==> config.mk <==
export PLATFORM = sky130hd
export DESIGN_NAME = fetch_queue
export DESIGN_NICKNAME = d
export VERILOG_FILES = /design/src/rtl/fetch_queue.sv
export SDC_FILE = /design/constraint.sdc
export NUM_CORES = 1
export LEC_CHECK = 0
export ABC_CLOCK_PERIOD_IN_PS = 8850
export CAP_MARGIN = 20
export CORE_ASPECT_RATIO = 1.4
export CORE_MARGIN = 3
export CORE_UTILIZATION = 55
export CTS_BUF_LIST = sky130_fd_sc_hd__clkbuf_2 sky130_fd_sc_hd__clkbuf_4 sky130_fd_sc_hd__clkbuf_8
export CTS_CLUSTER_DIAMETER = 40
export CTS_CLUSTER_SIZE = 8
export DETAILED_ROUTE_END_ITERATION = 6
export MAX_ROUTING_LAYER = met4
export PLACE_DENSITY_LB_ADDON = 0.3
export SLEW_MARGIN = 20
export SYNTH_ARGS = -nofsm -noshare
export SYNTH_HDL_FRONTEND = slang
export SYNTH_SLANG_ARGS = --single-unit
==> constraint.sdc <==
create_clock -name clk -period 8.85 [get_ports clk]
set_input_delay 0.885 -clock clk [delete_from_list [all_inputs] [get_ports clk]]
set_output_delay 0.885 -clock clk [all_outputs]
set_load 0.005 [all_outputs]
==> src/rtl/fetch_queue.sv <==
// Instruction fetch front-end: sequential ROM word fetch with bounded outstanding requests,
// a PC-tagged first-word-fall-through FIFO toward decode, and redirect flush with stale-response drop.
module fetch_queue #(
   parameter logic [31:0] RESET_PC  = 32'h0000_0000,
   parameter int          DEPTH     = 4,
   parameter int          MAX_OUTST = 2
) (
   input  logic        clk,
   input  logic        reset_n,
   input  logic        redirect_i,
   input  logic [31:0] redirect_pc_i,
   output logic        i_req_o,
   output logic [31:0] i_address_o,
   input  logic        i_gnt_i,
   input  logic        i_rvalid_i,
   input  logic [31:0] i_rdata_i,
   output logic        inst_valid_o,
   output logic [31:0] inst_o,
   output logic [31:0] inst_pc_o,
   input  logic        inst_ready_i
);

   localparam int          PW      = (DEPTH > 1) ? $clog2(DEPTH) : 1;
   localparam int          CW      = $clog2(DEPTH + 1);
   localparam int          OW      = $clog2(MAX_OUTST + 1);
   localparam logic [31:0] DEPTH_U = DEPTH;
   localparam logic [31:0] OUTST_U = MAX_OUTST;

   logic [31:0]   r_fetch_pc;
   logic [31:0]   r_resp_pc;
   logic [OW-1:0] r_outst;
   logic [OW-1:0] r_drop;
   logic [CW-1:0] r_count;
   logic [PW-1:0] r_wptr;
   logic [PW-1:0] r_rptr;
   logic [31:0]   r_mem_inst [DEPTH];
   logic [31:0]   r_mem_pc   [DEPTH];

   logic [OW-1:0] w_live;
   logic [31:0]   w_fill;
   logic          w_credit;
   logic          w_xfer;
   logic          w_rsp;
   logic          w_push;
   logic          w_pop;
   logic          w_have;
   logic [31:0]   w_redir_pc;
   logic          w_unused;

   // Live requests will land in the FIFO; stale ones only hold a bus slot.
   assign w_live     = r_outst - r_drop;
   assign w_fill     = 32'(r_count) + 32'(w_live);
   assign w_credit   = (32'(r_outst) < OUTST_U) && (w_fill < DEPTH_U);
   assign w_redir_pc = {redirect_pc_i[31:2], 2'b00};
   assign w_unused   = ^redirect_pc_i[1:0];

   assign i_req_o     = reset_n & ~redirect_i & w_credit;
   assign i_address_o = r_fetch_pc;

   assign w_xfer = i_req_o & i_gnt_i;
   assign w_rsp  = i_rvalid_i & (r_outst != '0);
   assign w_push = w_rsp & (r_drop == '0) & ~redirect_i;

   assign w_have       = reset_n & (r_count != '0);
   assign inst_valid_o = w_have & ~redirect_i;
   assign inst_o       = w_have ? r_mem_inst[r_rptr] : 32'h0;
   assign inst_pc_o    = w_have ? r_mem_pc[r_rptr]   : 32'h0;
   assign w_pop        = inst_valid_o & inst_ready_i;

   always_ff @(posedge clk) begin
      if (!reset_n) begin
         r_fetch_pc <= RESET_PC;
         r_resp_pc  <= RESET_PC;
         r_outst    <= '0;
         r_drop     <= '0;
         r_count    <= '0;
         r_wptr     <= '0;
         r_rptr     <= '0;
      end else if (redirect_i) begin
         // Everything still in flight belongs to the old path.
         r_fetch_pc <= w_redir_pc;
         r_resp_pc  <= w_redir_pc;
         r_outst    <= r_outst - OW'(w_rsp);
         r_drop     <= r_outst - OW'(w_rsp);
         r_count    <= '0;
         r_wptr     <= '0;
         r_rptr     <= '0;
      end else begin
         if (w_xfer) begin
            r_fetch_pc <= r_fetch_pc + 32'd4;
         end
         r_outst <= r_outst + OW'(w_xfer) - OW'(w_rsp);
         if (w_rsp && (r_drop != '0)) begin
            r_drop <= r_drop - 1'b1;
         end
         if (w_push) begin
            r_resp_pc <= r_resp_pc + 32'd4;
            r_wptr    <= r_wptr + 1'b1;
         end
         if (w_pop) begin
            r_rptr <= r_rptr + 1'b1;
         end
         r_count <= r_count + CW'(w_push) - CW'(w_pop);
      end
   end

   always_ff @(posedge clk) begin
      if (w_push) begin
         r_mem_inst[r_wptr] <= i_rdata_i;
         r_mem_pc[r_wptr]   <= r_resp_pc;
      end
   end

   // A response with nothing outstanding means the ROM side is out of step.
   always_ff @(posedge clk) begin
      if (reset_n && i_rvalid_i) begin
         assert (r_outst != '0);
      end
   end

endmodule
Word-level counts from Yosys, hierarchy flattened
Memory sizes are Yosys's and may differ from the RTL's. A register that Yosys moved wholly into a read port is not among the register bits.
Index checks and enable logic that the tools add are counted.
{ "totals": {"elab_cells": 61, "input_bits": 70, "regBits": 75, "mem_count": 2, "mem_bits_rw": 256} }
{ "memory_table": {"columns": ["memory", "depth", "width", "rd", "rd_ports_with_merged_regs", "wr", "line", "rtl"], "rows": [
  ["r_mem_inst", 4, 32, 1, 1, 1, "36", "logic [31:0] r_mem_inst [DEPTH];"],
  ["r_mem_pc", 4, 32, 1, 1, 1, "37", "logic [31:0] r_mem_pc [DEPTH];"]
]} }
{ "op_classes": {"reduce_logical": 10, "bitwise": 11, "muxes": 15, "addsub": 12, "order_cmp": 2} }
{ "op_table": {"columns": ["op", "n"], "rows": [
  ["$mux 32", 6],
  ["$add 32x3->32 const B", 2],
  ["$mux 2", 7],
  ["$reduce_bool 2->1", 5],
  ["$and 1x1->1", 9],
  ["$add 2x1->2 const B", 2],
  ["$add 3x2->4", 1],
  ["$lt 4x3->1 const B", 1],
  ["$sub 2x1->2", 2],
  ["$add 3x1->3", 1],
  ["$reduce_bool 3->1", 1],
  ["$sub 3x1->3", 1],
  ["$add 2x1->2", 1],
  ["$logic_and 1x1->1", 2],
  ["$logic_not 2->1", 1],
  ["$lt 2x2->1 const B", 1],
  ["$mux 1", 2],
  ["$not 1->1", 2],
  ["$reduce_or 2->1", 1],
  ["$sub 2x1->2 const B", 1],
  ["$sub 2x2->2", 1]
]} }

Logic depth before layout (Yosys ltp)
Gate-level depths: netlist (run 1).
{ "depth": {"ltp_word": 9, "ltp_mapped": 17, "mapped_depth_nobuf": 15} }

Worst setup path after synthesis (run 1)
No wires, ideal clock.
{ "synth_timing": {"path_type": "in2reg", "startpoint": "input i_rvalid_i", "endpoint": "memory r_mem_inst[0][0] (enable)", "path_slack_ns": 5.555, "setup_ns": 0.427, "cell_stages": 3, "arrival_time_ns": 2.868, "cell_sequence": "o211a_1 -> clkbuf_1 -> and3_1"} }
{ "synth_between": {"elab_chain_cells": 5} }
{ "synth_lines": {"columns": ["item", "line", "rtl"], "rows": [
  ["from (decl)", "15", "input logic i_rvalid_i,"],
  ["$and 1x1->1", "61", "assign w_rsp = i_rvalid_i & (r_outst != '0);"],
  ["$and 1x1->1 (2 in series)", "62", "assign w_push = w_rsp & (r_drop == '0) & ~redirect_i;"],
  ["$mux 1", "108", "if (w_push) begin"],
  ["$mux 1 (not written as such)", "109", "r_mem_inst[r_wptr] <= i_rdata_i;"],
  ["to (decl)", "36", null]
]} }
Every way passes these cells.

Worst setup path after layout (run 1)
{ "layout_timing": {"startpoint": "input reset_n", "endpoint": "output inst_valid_o"} }
{ "layout_between": {"elab_chain_cells": 2} }
{ "layout_lines": {"columns": ["item", "line", "rtl"], "rows": [
  ["from (decl)", "9", "input logic reset_n,"],
  ["$and 1x1->1", "64", "assign w_have = reset_n & (r_count != '0);"],
  ["$and 1x1->1", "65", "assign inst_valid_o = w_have & ~redirect_i;"],
  ["to (decl)", "17", "output logic inst_valid_o,"]
]} }
Every way passes these cells.

==> reports/results.tsv, run 1 <==
metric	value	unit
status	finished clean	
hold_path_depth	2	
final_cell_mix	edfxtp_1 (248), clkdlybuf4s50_1 (160), and3_1 (72), dfxtp_1 (71), mux4_2 (62)	
final_cells	1438	
maxCapViolations	0	
vias	9041	
mostFrequentLayoutCell	edfxtp_1	
clock.fmax	231	MHz
hold_path_class	reg -> reg	
drc	0	
antennaDiodeCount	0	
design.die.area	0.0271	mm^2
vdd_drop_max	0.127	mV
htree_levels	2	
reg2reg_to	r_outst[1]	
startpoint	reset_n	
post_cts_buffers	0	
p_switching	652	uW
detail_route.wl_per_cell	21.3	um
slew_headroom	31.8	%
holdCritStartpoint	r_wptr[1]	
die_h	194	um
crit_family	buffers and inverters	
arrival	3.45	ns
cp-end-kind	output pin	
placed_area	0.0156	mm^2
rsz0062_at_grt	no	
clkPwrFrac	35.2	%
crit_chain	buf_2 > buf_4 > nor2b_1 > buf_4 > and2_1 > clkdlybuf4s50_1	
reg2reg_depth	15	
synth_top_area_share	53.9	%
async_reset_ff_share	0	%
final.min_clock_period	4.34	ns
crit_buf_inv	4	
critPathMaxStageDelay	0.58	ns
pin_count	168	
cp_common_cell	buf_4	
rows	68	
syn_area_per_cell	14.5	um^2
wl	30.7	mm
synth_warnings	0	
clockBufferDepth	3	
critPathRequiredTime	7.97	ns
fin_crit_sh	49.0	%
power.internal	2.33	mW
worst_pin_slew	1.02	ns
cts.reportedPaths.clkPinSlew	0.06	ns
drive_above_1_share	14.3	%
post-dp-hpwl	19.2	mm
firstDrtPassIters	5	
postRouteAntennaNets	0	
clock-sinks	321	
overflow	0	
die_w	140	um
cp_max_fo	61	
synth.yosys.seq_area_share	64.5	%
yosys.area.top_type	edfxtp_1	
design_area	0.0164	mm^2
fin_util	66.6	%
worstReg2RegStart	r_outst[0]	
nFillCells	1803	
synth_area	0.0138	mm^2
core_area	0.0247	mm^2
slew_viol_final	0	
synth_ff_type	edfxtp_1	
initial_core_util	56.0	%
clock-root-buffer	clkbuf_8	
final-setup-viol-count	0	
grt_pass1_vias	9101	
track_usage	23.1	%
ys_types	62	
synth_seq_cells	321	
cp_slowest_cell	buf_4	
vias_per_cell	6.29	
synth_area_leaders	edfxtp_1 (54%), dfxtp_1 (11%), mux4_2 (10%), and3_1 (3.4%), nand4_1 (1.5%)	
cts_made_buffers	46	
seqPwrFrac	57.5	%
syn_inst	954	
cts_tree	yes	
hold_viol	0	
p_total	2.98	mW
grt_start_max_net_pins	75	
cts_resized	0	
p_leak	5.47	nW
worst-r2r-setup-slack	5.20	ns
place.gp.congestion	0.968	
combPwrFrac	7.2	%
dp_cells	1377	
clock_skew	0.0344	ns
cellPowerDensity	182	mW/mm^2
start_kind	primary input	
io_buffers	161	
synth_edf_count	248	
antenna_found_initial	0	
swShare	21.8	%
finalSetupTns	0	ns
synthToLayoutAreaGrowth	18.9	%
final_nets	1195	
criticalPathCategory	in -> out	
grt_pass1_wl	48.8	mm
cts_hold_buf	0	
insertion_delay	0.54	ns
drt_iter0_drc	666	
min_to	r_wptr[1]	
-- metrics by stage --
stage                     worst slack [ns]  hold slack [ns]
after floorplan                       5.56            0.458
after global placement                4.55            0.482
after detailed placement              4.52            0.486
after CTS                             4.52            0.495
after global routing                  4.35            0.529
final                                 4.51            0.494
-- synth_stat cells, types with 14 or more instances --
cell type / number
or4_1: 18
a21oi_1: 19
mux4_2: 62
clkbuf_1: 55
and3_1: 76
nand3_1: 31
o21ai_0: 38
nand2_1: 46
dfxtp_1: 73
and4_1: 16
a31oi_1: 30
nand4_1: 34
ha_1: 14
inv_1: 18
xnor2_1: 14
nor2_1: 19
edfxtp_1: 248
-- cell families after synthesis --
group	after synthesis	synth area share [%]
adders and majority gates	15	1.41
other	1	0.0271
AOI/OAI and AO/OA	141	6.76
and+or+nand+nor	304	13.1
xor gates and xnor gates	21	1.33
DFF	321	64.5
buffers and inverters	89	2.74
muxes	62	10.1
-- worst max path at each step --
stage / slack (ns) / cells after the start / end
after detailed placement: 4.52 / 6 / inst_valid_o
after global placement: 4.55 / 6 / inst_valid_o
final: 4.51 / 6 / inst_valid_o
after global routing: 4.35 / 6 / inst_valid_o
after CTS: 4.52 / 6 / inst_valid_o
after floorplan: 5.56 / 3 / r_mem_inst[0][0]
-- worst min-delay path, stage by stage (launching register included) --
cell and delay, ns:
dfxtp_1 0.33, nand2_1 0.06, a21oi_1 0.05
-- layer usage --
layer | vias to the layer above | share of wire (%) | global-route usage [%]
li1 | 4126 | - | -
met1 | 4428 | 40 | 29.1
met2 | 411 | 51 | 38.4
met3 | 76 | 6.2 | 3.02
met4 | 0 | 3.4 | 8.98
met5 | - | 0 | -
-- state kept, by name (all words and copies together), names as in the netlist, named ones only --
register / flops
r_mem_pc: 120
r_drop: 2
r_mem_inst: 128
r_count: 3
r_resp_pc: 30
r_wptr: 2
r_rptr: 2
i_address_o: 30
r_outst: 2
-- final cells by class --
cell class,count,area [um^2],share of cell area [%]
clock buffer,59,737,4.49
clock inverter,2,38.8,0.236
inverter,19,73.8,0.450
multi-input combinational,547,4550,27.7
sequential,321,8910,54.3
tap,315,394,2.40
timing repair buffer,175,1710,10.4
-- power groups by stage --
| stage | logic [mW] | registers (mW) | clock network (mW) |
|---|---|---|---|
| global placement | 0.212 | 1.74 | 0 |
| global route | 0.237 | 1.72 | 1.14 |
| finish | 0.216 | 1.72 | 1.05 |
| detailed placement | 0.216 | 1.75 | 0 |
| CTS | 0.217 | 1.72 | 1.08 |
| floorplan | 0.125 | 1.73 | 0 |
No activity file was read; power rests on OpenSTA's default activity.
==> run 2, diff against run 1 <==
--- a/config.mk
+++ b/config.mk
@@ -5,7 +5,7 @@
 export SDC_FILE = /design/constraint.sdc
 export NUM_CORES = 1
 export LEC_CHECK = 0
-export ABC_CLOCK_PERIOD_IN_PS = 8850
+export ABC_CLOCK_PERIOD_IN_PS = 4300
 export CAP_MARGIN = 20
 export CORE_ASPECT_RATIO = 1.4
 export CORE_MARGIN = 3
==> constraint.sdc (replaced) <==
create_clock -name clk -period 4.3 [get_ports clk]
set_input_delay 0.43 -clock clk [delete_from_list [all_inputs] [get_ports clk]]
set_output_delay 0.43 -clock clk [all_outputs]
set_load 0.005 [all_outputs]
==> run 2 against run 1 <==
Core utilization increased by 0.56 points. Flip-flop and latch count unchanged. First-iteration DRC count decreased by 2.4%. Clock power increased by 110%.
==> reports/results.tsv, run 2 (same netlist as run 1, synthesis figures left out) <==
metric	value	unit	change
cts_tree	yes		
crit_family	simple AND/OR/NAND/NOR gates		
slew_headroom	23.3	%	-8.5 points
hold_viol	0		unchanged
cts_hold_buf	0		unchanged
busiest_layer	met2		
vdd_drop_max	0.199	mV	+57%
final-setup-viol-count	0		unchanged
final_cell_mix	edfxtp_1 (248), clkdlybuf4s50_1 (160), and3_1 (72), dfxtp_1 (71), mux4_2 (62)		
slew_viol_final	0		unchanged
finalSetupTns	0	ns	unchanged
start_kind	flop		
insertion_delay	0.56	ns	+0.02 ns
crit_chain	inv_1 > ha_1 > xnor2_1 > xnor2_1 > ha_1 > or4b_4 > nor3_4 > inv_4 > ha_1 > inv_1 > ha_1 > xnor2_1 > o21ai_0 > xnor2_1 > nor2_1		
die_w	140	um	unchanged
synthToLayoutAreaGrowth	19.9	%	
post_cts_buffers	0		unchanged
postRouteAntennaNets	0		unchanged
initial_core_util	56.0	%	unchanged
grt_start_max_net_pins	76		+1.3%
final_nets	1201		+0.50%
drive_above_1_share	15.3	%	+0.97 points
cp_max_fo	15		-75%
rsz0062_at_grt	no		
status	finished clean		
clock-root-buffer	clkbuf_8		
reg_top3	r_mem_inst: 128 flops, r_mem_pc: 120 flops		
reg2reg_to	r_outst[1]		
overflow	0		unchanged
die_h	194	um	unchanged
criticalPathCategory	reg -> reg		
placed_area	0.0157	mm^2	+0.69%
post-dp-hpwl	20.1	mm	+4.9%
critPathMaxStageDelay	0.58	ns	about the same
core_area	0.0247	mm^2	unchanged
grt_pass1_vias	9274		+1.9%
cts.reportedPaths.clkPinSlew	0.07	ns	about the same
worst_pin_slew	1.14	ns	+0.118 ns
met2_usage	38.4	%	about the same
fin_crit_sh	83.3	%	
firstDrtPassIters	5		unchanged
detail_route.wl_per_cell	21.5	um	+0.62%
reg2reg_depth	15		unchanged
place.gp.congestion	0.943		-2.6%
grt.met3_usage	3.78	%	+0.77 points
arrival	4.00	ns	+0.55 ns
crit_buf_inv	3		-1
wl	31.2	mm	+1.7%
antenna_found_initial	0		unchanged
worst-r2r-setup-slack	0.72	ns	-4.48 ns
cts_made_buffers	46		unchanged
use_met1	30.0	%	+0.91 points
final.min_clock_period	3.58	ns	
min_to	r_drop[0]		
io_buffers	161		unchanged
clock.fmax	279	MHz	
pin_count	168		unchanged
grt_pass1_wl	49.7	mm	+1.9%
drt_iter0_drc	650		-2.4%
worstReg2RegStart	r_outst[0]		
rows	68		unchanged
track_usage	23.6	%	+0.47 points
maxCapViolations	0		unchanged
vias	9090		+0.54%
critPathRequiredTime	4.72	ns	-3.25 ns
p_total	6.18	mW	+110%
p_leak	5.53	nW	+1.2%
vias_per_cell	6.26		-0.50%
largest_reg_flops	128		unchanged
cp-end-kind	flop		
dp_cells	1383		+0.44%
hold_path_depth	3		+1
preCtsSetupSlack	0.741	ns	-3.78 ns
worst_slack	0.720	ns	-3.80 ns
drc	0		unchanged
hold_path_class	in -> reg		
top_register	r_mem_inst		
final_cells	1453		+1.0%
cp_slowest_cell	or4b_4		
htree_levels	2		unchanged
clockBufferDepth	3		unchanged
cellPowerDensity	373	mW/mm^2	+110%
holdCritStartpoint	reset_n		
design.die.area	0.0271	mm^2	unchanged
mostFrequentLayoutCell	edfxtp_1		
clock_skew	0.0319	ns	-0.00243 ns
cts_resized	0		unchanged
design_area	0.0166	mm^2	+0.85%
clock-sinks	321		unchanged
==> run 2: how the worst max path moves through the flow <==
stage	from	slack (ns)	end	depth (start not counted)
finish	r_outst[0]	0.72	r_outst[1]	15
global route	r_outst[0]	0.43	r_outst[1]	15
CTS	r_outst[0]	0.72	r_outst[1]	15
detailed placement	r_outst[0]	0.74	r_outst[1]	15
global placement	r_outst[0]	0.80	r_outst[1]	15
floorplan	r_outst[0]	1.02	r_outst[1]	17
==> run 2: metrics by stage <==
| step | utilization, % | hold WS, ns |
|---|---|---|
| after floorplan | - | 0.458 |
| after global placement | 63.8 | 0.483 |
| after detailed placement | 63.8 | 0.496 |
| after CTS | 67.1 | 0.285 |
| after global routing | 67.1 | 0.337 |
| final | 67.1 | 0.336 |
==> run 2: final cells by class <==
| type | count | area, um^2 |
|---|---|---|
| multi-input combinational | 547 | 4550 |
| inverter | 19 | 73.8 |
| antenna | 1 | 2.50 |
| tap | 315 | 394 |
| sequential | 321 | 8910 |
| fill | 1772 | 8110 |
| clock inverter | 4 | 28.8 |
| clock buffer | 65 | 782 |
| timing repair buffer | 181 | 1820 |
==> run 2: tightest hold or removal path, cell delays in order <==
cell     delay [ns]
buf_2          0.26
nand2_1        0.12
a21oi_1        0.03
==> run 2: per-layer routing <==
| layer | wire (um) | share of wire [%] | vias up |
|---|---|---|---|
| met5 | 0 | 0 | - |
| met4 | 1080 | 3.5 | 0 |
| met3 | 2160 | 6.9 | 91 |
| met2 | 15700 | 50 | 402 |
| met1 | 12300 | 39 | 4454 |
| li1 | - | - | 4143 |
==> run 2: power by group <==
part	switching (mW)	leakage [nW]	internal [mW]
clock	1.04	0.429	1.15
sequential	0.102	2.86	3.43
combinational	0.230	2.24	0.224
total	1.37	5.53	4.81
